$ cat src/rtl/arty_btn_debounce.sv
// Conditions the raw Arty push-buttons for the system PIO button input and its IRQ.
// Per button: 2-FF synchronizer, saturating-window debounce counter and registered
// press/release pulses. Sticky press events (write-1-to-clear, set wins) are
// masked into a single registered level interrupt. Everything lives in clk_riscv.
//
// Ports
//   clk          system clock (clk_riscv)
//   rst          synchronous reset, active-high
//   btn_in       raw button pads, asynchronous, 1 = pressed
//   irq_mask     1 = press event of that button may raise irq
//   evt_clr      single-cycle write-1-to-clear strobe for evt_status bits
//   btn_stable   debounced level, 1 = pressed
//   btn_press    one-cycle pulse on debounced 0->1
//   btn_release  one-cycle pulse on debounced 1->0
//   evt_status   sticky press-event flags
//   irq          registered |(evt_status & irq_mask)
module arty_btn_debounce #(
    parameter int unsigned BTN_NUM   = 4,
    parameter int unsigned DB_CYCLES = 250000
) (
    input  logic               clk,
    input  logic               rst,
    input  logic [BTN_NUM-1:0] btn_in,
    input  logic [BTN_NUM-1:0] irq_mask,
    input  logic [BTN_NUM-1:0] evt_clr,
    output logic [BTN_NUM-1:0] btn_stable,
    output logic [BTN_NUM-1:0] btn_press,
    output logic [BTN_NUM-1:0] btn_release,
    output logic [BTN_NUM-1:0] evt_status,
    output logic               irq
);

    localparam int unsigned CNT_W = $clog2(DB_CYCLES + 1);
    // Last count value before a differing level is accepted.
    localparam logic [CNT_W-1:0] CNT_MAX = CNT_W'(DB_CYCLES - 1);

    logic [BTN_NUM-1:0] sync1_q, sync2_q;
    logic [BTN_NUM-1:0] stable_q, stable_d;
    logic [BTN_NUM-1:0] press_q, press_d;
    logic [BTN_NUM-1:0] release_q, release_d;
    logic [BTN_NUM-1:0] evt_q, evt_d;
    logic               irq_q, irq_d;
    logic [CNT_W-1:0]   cnt_q [BTN_NUM];
    logic [CNT_W-1:0]   cnt_d [BTN_NUM];

    // Debounce window, edge pulses, sticky events and interrupt.
    always_comb begin
        stable_d  = stable_q;
        press_d   = '0;
        release_d = '0;
        for (int i = 0; i < int'(BTN_NUM); i++) begin
            cnt_d[i] = '0;
            // Matching level (or a glitch back to it) restarts the window.
            if (sync2_q[i] != stable_q[i]) begin
                if (cnt_q[i] == CNT_MAX) begin
                    stable_d[i]  = sync2_q[i];
                    press_d[i]   = sync2_q[i];
                    release_d[i] = ~sync2_q[i];
                end else begin
                    cnt_d[i] = cnt_q[i] + CNT_W'(1);
                end
            end
        end
        // Set has priority over clear so a press is never lost.
        evt_d = (evt_q & ~evt_clr) | press_d;
        irq_d = |(evt_q & irq_mask);
    end

    // State registers; btn_in only ever reaches logic through sync2_q.
    always_ff @(posedge clk) begin
        if (rst) begin
            sync1_q   <= '0;
            sync2_q   <= '0;
            stable_q  <= '0;
            press_q   <= '0;
            release_q <= '0;
            evt_q     <= '0;
            irq_q     <= 1'b0;
            for (int i = 0; i < int'(BTN_NUM); i++) begin
                cnt_q[i] <= '0;
            end
        end else begin
            sync1_q   <= btn_in;
            sync2_q   <= sync1_q;
            stable_q  <= stable_d;
            press_q   <= press_d;
            release_q <= release_d;
            evt_q     <= evt_d;
            irq_q     <= irq_d;
            for (int i = 0; i < int'(BTN_NUM); i++) begin
                cnt_q[i] <= cnt_d[i];
            end
        end
    end

    assign btn_stable  = stable_q;
    assign btn_press   = press_q;
    assign btn_release = release_q;
    assign evt_status  = evt_q;
    assign irq         = irq_q;

endmodule

$ cat config.mk
export PLATFORM = sky130hd
export DESIGN_NAME = arty_btn_debounce
export DESIGN_NICKNAME = d
export VERILOG_FILES = /design/src/rtl/arty_btn_debounce.sv
export SDC_FILE = /design/constraint.sdc
export NUM_CORES = 1
export LEC_CHECK = 0
export ABC_CLOCK_PERIOD_IN_PS = 2900
export CAP_MARGIN = 40
export CORE_AREA = 2 2 113 115
export DETAILED_ROUTE_END_ITERATION = 10
export DIE_AREA = 0 0 115 117
export HOLD_SLACK_MARGIN = 0.03
export PLACE_DENSITY = 0.64
export SYNTH_ARGS = -nofsm -noshare
export SYNTH_HDL_FRONTEND = slang
export SYNTH_SLANG_ARGS = --single-unit
$ cat constraint.sdc
create_clock -name clk -period 2.9 [get_ports clk]
set_input_delay 0.58 -clock clk [delete_from_list [all_inputs] [get_ports clk]]
set_output_delay 0.58 -clock clk [all_outputs]
set_load 0.1 [all_outputs]
# After elaboration in Yosys (flattened, before gate mapping)
# Memory sizes are Yosys's and may differ from the RTL's.
# Cells that the tools add are included.
[word_totals]
latch_bits = 0
register_bits = 25
ramBits = 72
romBits = 0
n_memories = 1
[classes]
n_shift = 0
magnitude_cmp = 0
eq_ne = 8
multipliers = 0
div = 0
addsub = 4
bitwise = 20
mux = 23
n_reduce_logical = 9
[mem_list]
columns = ["memory", "words", "width", "read_ports", "rd_ports_with_merged_regs", "wr", "line", "source"]
rows = [
  ["cnt_q", 4, 18, 4, 0, 4, "43", "logic [CNT_W-1:0] cnt_q [BTN_NUM];"],
]
[op_table]
columns = ["operator", "count"]
rows = [
  ["$mux W18", 12],
  ["$add A18 B1 Y18 const B", 4],
  ["$eq A18 B18 Y1 const B", 4],
  ["$not A1 Y1", 12],
  ["$reduce_or A3 Y1", 4],
  ["$mux W1", 11],
  ["$and A4 B4 Y4", 2],
  ["$reduce_and A2 Y1", 4],
  ["$ne A1 B1 Y1", 4],
  ["$not A4 Y4", 1],
  ["$or A1 B1 Y1", 4],
  ["$or A4 B4 Y4", 1],
  ["$reduce_or A4 Y1", 1],
]

# Logic depth before layout (Yosys ltp)
# Gate-level depths: netlist (run 1).
[logic_depth]
ltp_word = 4
mapped_depth = 8
ltp_nobuf = 5

# Least setup slack after synthesis (run 1)
# OpenSTA, ideal clock, no wires.
[synth_timing]
path_kind = "reg-to-reg"
start = "register stable_q[0] (netlist: btn_stable[0])"
end = "memory cnt_q[0][13] (netlist name)"
n_path_buf = 1
required_ns = 2.836
arrival_time_ns = 1.914
slack_ns = 0.922
setup_ns = 0.064
stages_incl_launch_ff = 6
cell_sequence = "dfxtp_1 xnor2_1 nor2_1 o21ai_4 buf_4 nor2_1"
[synth_lines]
columns = ["element", "line", "source"]
rows = [
  ["start, declared", "38", "logic [BTN_NUM-1:0] stable_q, stable_d;"],
  ["start signal, assigned", "85", "stable_q <= stable_d;"],
  ["end, declared", "43", ""],
]

==> metrics.md, run 1 <==
| Metric | Value |
|---|---|
| Syn_area_per_cell | `9.196 sq um` |
| Io pins | `31` |
| Synth Cell Area | `4203 sq um` |
| Critical path endpoint category | `flop` |
| Final instance area | `4905 sq um` |
| PortBufs | `30` |
| Crit Path Max Fanout | `16` |
| Layout cells sized above 1 | `10.70%` |
| First-pass GRT wire length | `13940 um` |
| Die Height | `117 um` |
| Total grt overflow | `0` |
| Class of the worst hold path | `flop to flop` |
| Pre-antenna DRT Iters | `4` |
| Non-Filler Instances | `637` |
| Post-synth top area share | `46.20%` |
| Vias in the first global route | `3056` |
| Critical path data arrival time | `2360 ps` |
| Sequential share of the synthesized area | `46.20%` |
| PwrDens | `543.3 nW/um^2` |
| Post-DP Area | `4583 sq um` |
| Final hold slack | `444.1 ps` |
| CTS Buf Count | `9` |
| DRC Markers | `0` |
| Setup Buffers After CTS | `0` |
| Clk_skew | `4.639 ps` |
| Placed Cells | `621` |
| Initial antenna violation count | `1` |
| Max-slew headroom | `42.89%` |
| Maxcap violations | `0` |
| EDFF count, synth | `0` |
| Ys async rst share | `0%` |
| Skew-Pair Late Insertion Delay | `340 ps` |
| CTS Buffer Depth | `2` |
| Synth Flop Type | `dfxtp_1` |
| Core region area | `12310 sq um` |
| Wire per inst | `13.13 um` |
| Routed Antenna Nets | `0` |
| GRT Overall Usage | `12.90%` |
| R2R setup slack | `740 ps` |
| Fillers | `1240` |
| CTS Hold Bufs | `0` |
| DIE AREA | `13460 sq um` |
| Routed vias/inst | `5.116` |
| Die Wd | `115 um` |
| RSZ-0062 raised after global routing | `no` |
| Yosys cell types | `54` |
| Row count | `41` |
| H-tree depth | `3` |
| Area of the multi-input gates | `2151 sq um` |
| Synth top area cells | `dfxtp_1 46%, xnor2_1 6.3%, nor2_1 5.7%` |
| Flops & latches, synth | `97` |
| WP data required | `3110 ps` |
| Maximum VDD drop | `0.4154 mV` |
| CTS tree | `yes` |
| Post-cts resize count | `0` |
| Sequential cell area | `1942 sq um` |
| Total Neg Setup Slack | `0 ps` |
| Syn nets | `475` |
| Fmax | `463.6 MHz` |
| DRT iter0 DRCs | `136` |
| Final Cycle Share | `74.39%` |
| Final HPWL DP | `6002 um` |
| Final min period | `2157 ps` |
| Leading area contributor after synthesis | `dfxtp_1` |
| Via count | `3259` |
| Outcome | `completed` |
| Core Util, Final | `39.84%` |
| Largest net degree at the start of global routing | `18` |
| Final Hold Viols | `0` |
| Fin. max-slew vios | `0` |
| Root buf cell | `clkbuf_16` |
| Initial core utilization | `34.14%` |
| Slew @ Worst Pin | `853.7 ps` |
| Yosys warns | `0` |
| Final WL | `8366 um` |
| Final net count | `500` |
| Clock slew at reported path FFs | `70 ps` |
| Synthesis-to-finish area growth | `16.70%` |
| Static leakage | `1.554 nW` |
| Final RePlAce weighted congestion | `0.7915` |
| # setup viols final | `0` |
| CTS sink cnt | `97` |
| Crit Path Category | `flop to flop` |
| Cells after Synth | `457` |
| Setup crit start kind | `flop` |
==> state kept, by name, indices dropped and copies added, names as in the netlist <==
register / flops
btn_press: 4
btn_release: 4
btn_stable: 4
cnt_q: 72
evt_status: 4
irq: 1
sync1_q: 4
sync2_q: 4
==> kinds of logic (layout without fill, tap and decap cells) <==
logic type	after synthesis	after routing	share of synthesized area, %
adder cells (fa/ha/maj)	4	4	1.191
multiplexers	1	1	0.2382
buffers and inverters	26	55	2.620
AO/OA/AOI/OAI	38	38	6.431
XOR/XNOR	57	57	11.88
AND/OR/NAND/NOR	234	234	31.44
flip-flops	97	97	46.20
other	0	1	0
==> final timing paths <==
path                                  end  depth (start not counted)                    from
hold reg to reg     sync2_q[2]$_SDFF_PP0_                          1   sync1_q[2]$_SDFF_PP0_
hold / removal      sync2_q[2]$_SDFF_PP0_                          1   sync1_q[2]$_SDFF_PP0_
setup reg to reg  cnt_q[2][11]$_SDFF_PP0_                          5  cnt_q[2][0]$_SDFF_PP0_
setup / recovery  cnt_q[2][11]$_SDFF_PP0_                          5  cnt_q[2][0]$_SDFF_PP0_
==> cell usage in the layout (no fill, tap or decap), drive strengths merged, types with 10 or more instances in the layout <==
cell	instances
nor2	64
a21oi	15
dfxtp	97
nand2	18
xnor2	30
clkdlybuf4s50	13
clkbuf	11
nand4	23
xor2	27
buf	19
nand3	28
nor3	15
nand2b	10
nor2b	10
o21ai	11
and3	10
nor4	18
==> area by class of cell <==
| type | count | area share, % |
|---|---|---|
| Clock inverter | 4 | 1.556 |
| Tap cell | 150 | 3.827 |
| Inverter | 8 | 0.6122 |
| Multi-Input combinational cell | 334 | 43.85 |
| Sequential cell | 97 | 39.59 |
| Antenna cell | 1 | 0.05102 |
| Clock buffer | 11 | 4.949 |
| Timing Repair Buffer | 32 | 5.561 |
==> per-layer routing <==
metal  global-route usage [%]  up-vias  share of wire (%)
li1                         -     1650                  -
met1                    15.64     1535                 46
met2                    21.76       61                 49
met3                    3.605       13                3.9
met4                    5.141        0                1.7
met5                        0        -                  0
==> Yosys cell counts (6+ instances only) <==
master    instances
a21oi_1          14
nand4_1          21
clkbuf_1         10
dfxtp_1          97
xnor2_1          30
nor2_1           64
nor3_1           14
nor2b_1          10
o21ai_0           8
and3_1           10
buf_2             7
nor4_1           15
or3_1             8
nand2_1          18
and2_1            6
inv_1             8
xor2_1           27
nand3_1          27
nand2b_1         10
==> power by group <==
part | total (W) | switching (W) | internal (W)
Combinational | 0.0000478 | 0.0000228 | 0.0000250
Sequential | 0.00134 | 0.00000520 | 0.00134
Clock | 0.00127 | 0.000495 | 0.000778
==> worst max-delay path, stage by stage (launching register included) <==
cell and delay (ps):
dfxtp_1 350, ha_1 350, nand3_1 190, or3_1 450, o21ai_2 580, nor2_1 110
==> through the flow <==
| step | total power (W) | worst slack, ps |
|---|---|---|
| 2_1_floorplan | 0.001397 | 921.6 |
| 3_3_place_gp | 0.001421 | 769.2 |
| 3_5_place_dp | 0.001423 | 728.0 |
| 4_1_cts | 0.002698 | 708.4 |
| 5_1_grt | 0.002752 | 508.8 |
| 6_report | 0.002665 | 742.7 |
Note: power is estimated with default switching activity, not from simulation.
==> inputs of run 2 (changes only) <==
--- a/config.mk
+++ b/config.mk
@@ -5,13 +5,13 @@
 export SDC_FILE = /design/constraint.sdc
 export NUM_CORES = 1
 export LEC_CHECK = 0
-export ABC_CLOCK_PERIOD_IN_PS = 2900
+export ABC_CLOCK_PERIOD_IN_PS = 1900
 export CAP_MARGIN = 40
 export CORE_AREA = 2 2 113 115
 export DETAILED_ROUTE_END_ITERATION = 10
 export DIE_AREA = 0 0 115 117
 export HOLD_SLACK_MARGIN = 0.03
-export PLACE_DENSITY = 0.64
+export PLACE_DENSITY = 0.65
 export SYNTH_ARGS = -nofsm -noshare
 export SYNTH_HDL_FRONTEND = slang
 export SYNTH_SLANG_ARGS = --single-unit
==> constraint.sdc (replaced) <==
create_clock -name clk -period 1.9 [get_ports clk]
set_input_delay 0.38 -clock clk [delete_from_list [all_inputs] [get_ports clk]]
set_output_delay 0.38 -clock clk [all_outputs]
set_load 0.1 [all_outputs]
==> run 2 against run 1 <==
Against the previous run: first-iteration DRC count shrank 6.6%; global-route usage grew 0.69 points; design area grew 4.0%; sequential share of layout area shrank 1.5 points; register-to-register slack lost 630 ps; cell count grew 3.1%; flip-flop and latch count is the same; wire length grew 2.8%; critical path type unchanged; combinational power grew 77%; utilization grew 1.6 points; total power grew 43%.
==> metrics.md, run 2 (same netlist as run 1, synthesis figures left out) <==
| Metric | Value |
|---|---|
| R2R Path Start | `cnt_q[0][0]$_SDFF_PP0_` |
| Most frequent cells in the layout | `95 x dfxtp_1, 64 x nor2_1, 32 x buf_4` |
| Crit Path Category | `flop to flop` |
| Total Neg Setup Slack | `0 ps (unchanged)` |
| GRT Overall Usage | `13.59% (+0.69 points)` |
| Synthesis-to-finish area growth | `21.38%` |
| Pre-antenna DRT Iters | `4 (unchanged)` |
| Critical path endpoint category | `flop` |
| Critical path data arrival time | `2040 ps (-320 ps)` |
| Core Util, Final | `41.43% (+1.6 points)` |
| Worst hold start | `sync1_q[3]$_SDFF_PP0_` |
| Placed Cells | `641 (+3.2%)` |
| Final HPWL DP | `6291 um (+4.8%)` |
| PwrDens | `747.3 nW/um^2 (+38%)` |
| Vias in the first global route | `3253 (+6.4%)` |
| Fillers | `1189 (-4.1%)` |
| Fmax | `558.7 MHz (+21%)` |
| Outcome | `completed` |
| Max-slew headroom | `69.56% (+27 points)` |
| Via count | `3374 (+3.5%)` |
| Maxcap violations | `0 (unchanged)` |
| Final min period | `1790 ps (-367.5 ps)` |
| Antenna Cells | `0 (-1)` |
| Fin. max-slew vios | `0 (unchanged)` |
| Root buf cell | `clkbuf_16` |
| DRC Markers | `0 (unchanged)` |
| Worst setup startpoint | `cnt_q[0][0]$_SDFF_PP0_` |
| Final RePlAce weighted congestion | `0.8267 (+4.4%)` |
| Setup Buffers After CTS | `0 (unchanged)` |
| Initial antenna violation count | `0 (-1)` |
| First-pass GRT wire length | `14760 um (+5.9%)` |
| Die Wd | `115 um (unchanged)` |
| Row count | `41 (unchanged)` |
| Max FFs per register | `72 (unchanged)` |
| Class of the worst hold path | `flop to flop` |
| Wire per inst | `13.09 um (-0.32%)` |
| Total grt overflow | `0 (unchanged)` |
| CTS Buffer Depth | `2 (unchanged)` |
| Core region area | `12310 sq um (unchanged)` |
| CTS tree | `yes` |
| CTS Buf Count | `9 (unchanged)` |
| PortBufs | `30 (unchanged)` |
| RSZ-0062 raised after global routing | `no` |
| Final hold slack | `436.8 ps (-7.302 ps)` |
| Routed Antenna Nets | `0 (unchanged)` |
| CTS Hold Bufs | `0 (unchanged)` |
| Largest Register | `cnt_q` |
| Static leakage | `1.641 nW (+5.6%)` |
| Clock slew at reported path FFs | `60 ps (about the same)` |
| Most common cell after layout, fill and taps aside | `dfxtp_1` |
| PnR worst setup slack | `110.2 ps (-632.5 ps)` |
| Final Cycle Share | `94.20% (+20 points)` |
| DRT iter0 DRCs | `127 (-6.6%)` |
| Place WS | `56.50 ps (-671.5 ps)` |
| H-tree depth | `3 (unchanged)` |
| Final WL | `8601 um (+2.8%)` |
| Initial core utilization | `34.14% (unchanged)` |
| Clk_skew | `7.923 ps (+3.283 ps)` |
| Largest net degree at the start of global routing | `18 (unchanged)` |
| Routed vias/inst | `5.135 (+0.38%)` |
| Sequential cell area | `1944 sq um (+0.13%)` |
| Slew @ Worst Pin | `455.3 ps (-398.4 ps)` |
| Layout cells sized above 1 | `14.99% (+4.3 points)` |
| Non-Filler Instances | `657 (+3.1%)` |
| Crit Path Max Fanout | `4 (-12)` |
| Maximum VDD drop | `0.3951 mV (-4.9%)` |
| Final net count | `520 (+4.0%)` |
| WP data required | `2150 ps (-960 ps)` |
| DIE AREA | `13460 sq um (unchanged)` |
| Io pins | `31 (unchanged)` |
| Skew-Pair Late Insertion Delay | `340 ps (about the same)` |
| Final Hold Viols | `0 (unchanged)` |
| Area of the multi-input gates | `2155 sq um (+0.17%)` |
| CTS sink cnt | `97 (unchanged)` |
| # setup viols final | `0 (unchanged)` |
| Setup crit start kind | `flop` |
| Die Height | `117 um (unchanged)` |
==> run 2: area by class of cell <==
cell class                 count  area share (%)
clock buffer                  11           4.562
clock inverter                 5          0.8094
inverter                       8          0.5887
multi-input combinational    334           42.24
sequential                    97           38.12
tap                          150           3.679
timing repair buffer          52           10.01
==> run 2: report_power, final <==
group	internal, W	switching, W	total [W]
logic	0.0000474	0.0000374	0.0000848
clock network	0.000898	0.000779	0.00168
registers	0.00204	0.00000764	0.00205
total	0.00299	0.000824	0.00381
==> run 2: final timing paths <==
| path | slack (ps) | depth (start not counted) | endpoint |
|---|---|---|---|
| worst max-delay path | 110 | 5 | btn_release[0]$_SDFF_PP0_ |
| worst min register to register | 440 | 1 | sync2_q[3]$_SDFF_PP0_ |
| worst max register to register | 110 | 5 | btn_release[0]$_SDFF_PP0_ |
| worst min-delay path | 440 | 1 | sync2_q[3]$_SDFF_PP0_ |
==> run 2: repair_timing <==
action,CTS,global route
endpoints found under the setup margin,0,18
hold endpoints to repair,0,0
resized for setup,0,2
==> run 2: per-layer routing <==
metal / vias to the layer above / routed length, um / GRT usage [%]
li1: 1702 / - / -
met4: 0 / 185 / 6.506
met1: 1589 / 4037 / 17.20
met5: - / 0 / 0
met3: 14 / 350 / 2.575
met2: 69 / 4027 / 22.43
==> run 2: worst max-delay path: stages, from the launching register on <==
cell	delay, ps
dfxtp_1	380
ha_2	220
nand3_2	80
or4_4	530
or2_4	290
nor4_4	200
==> run 2: per-stage QoR <==
stage,power [W],cell area (sq um)
floorplan,0.002132,4205
CTS,0.003853,5097
detailed placement,0.002183,4823
finish,0.003812,5101
global placement,0.002181,4823
global route,0.003942,5101
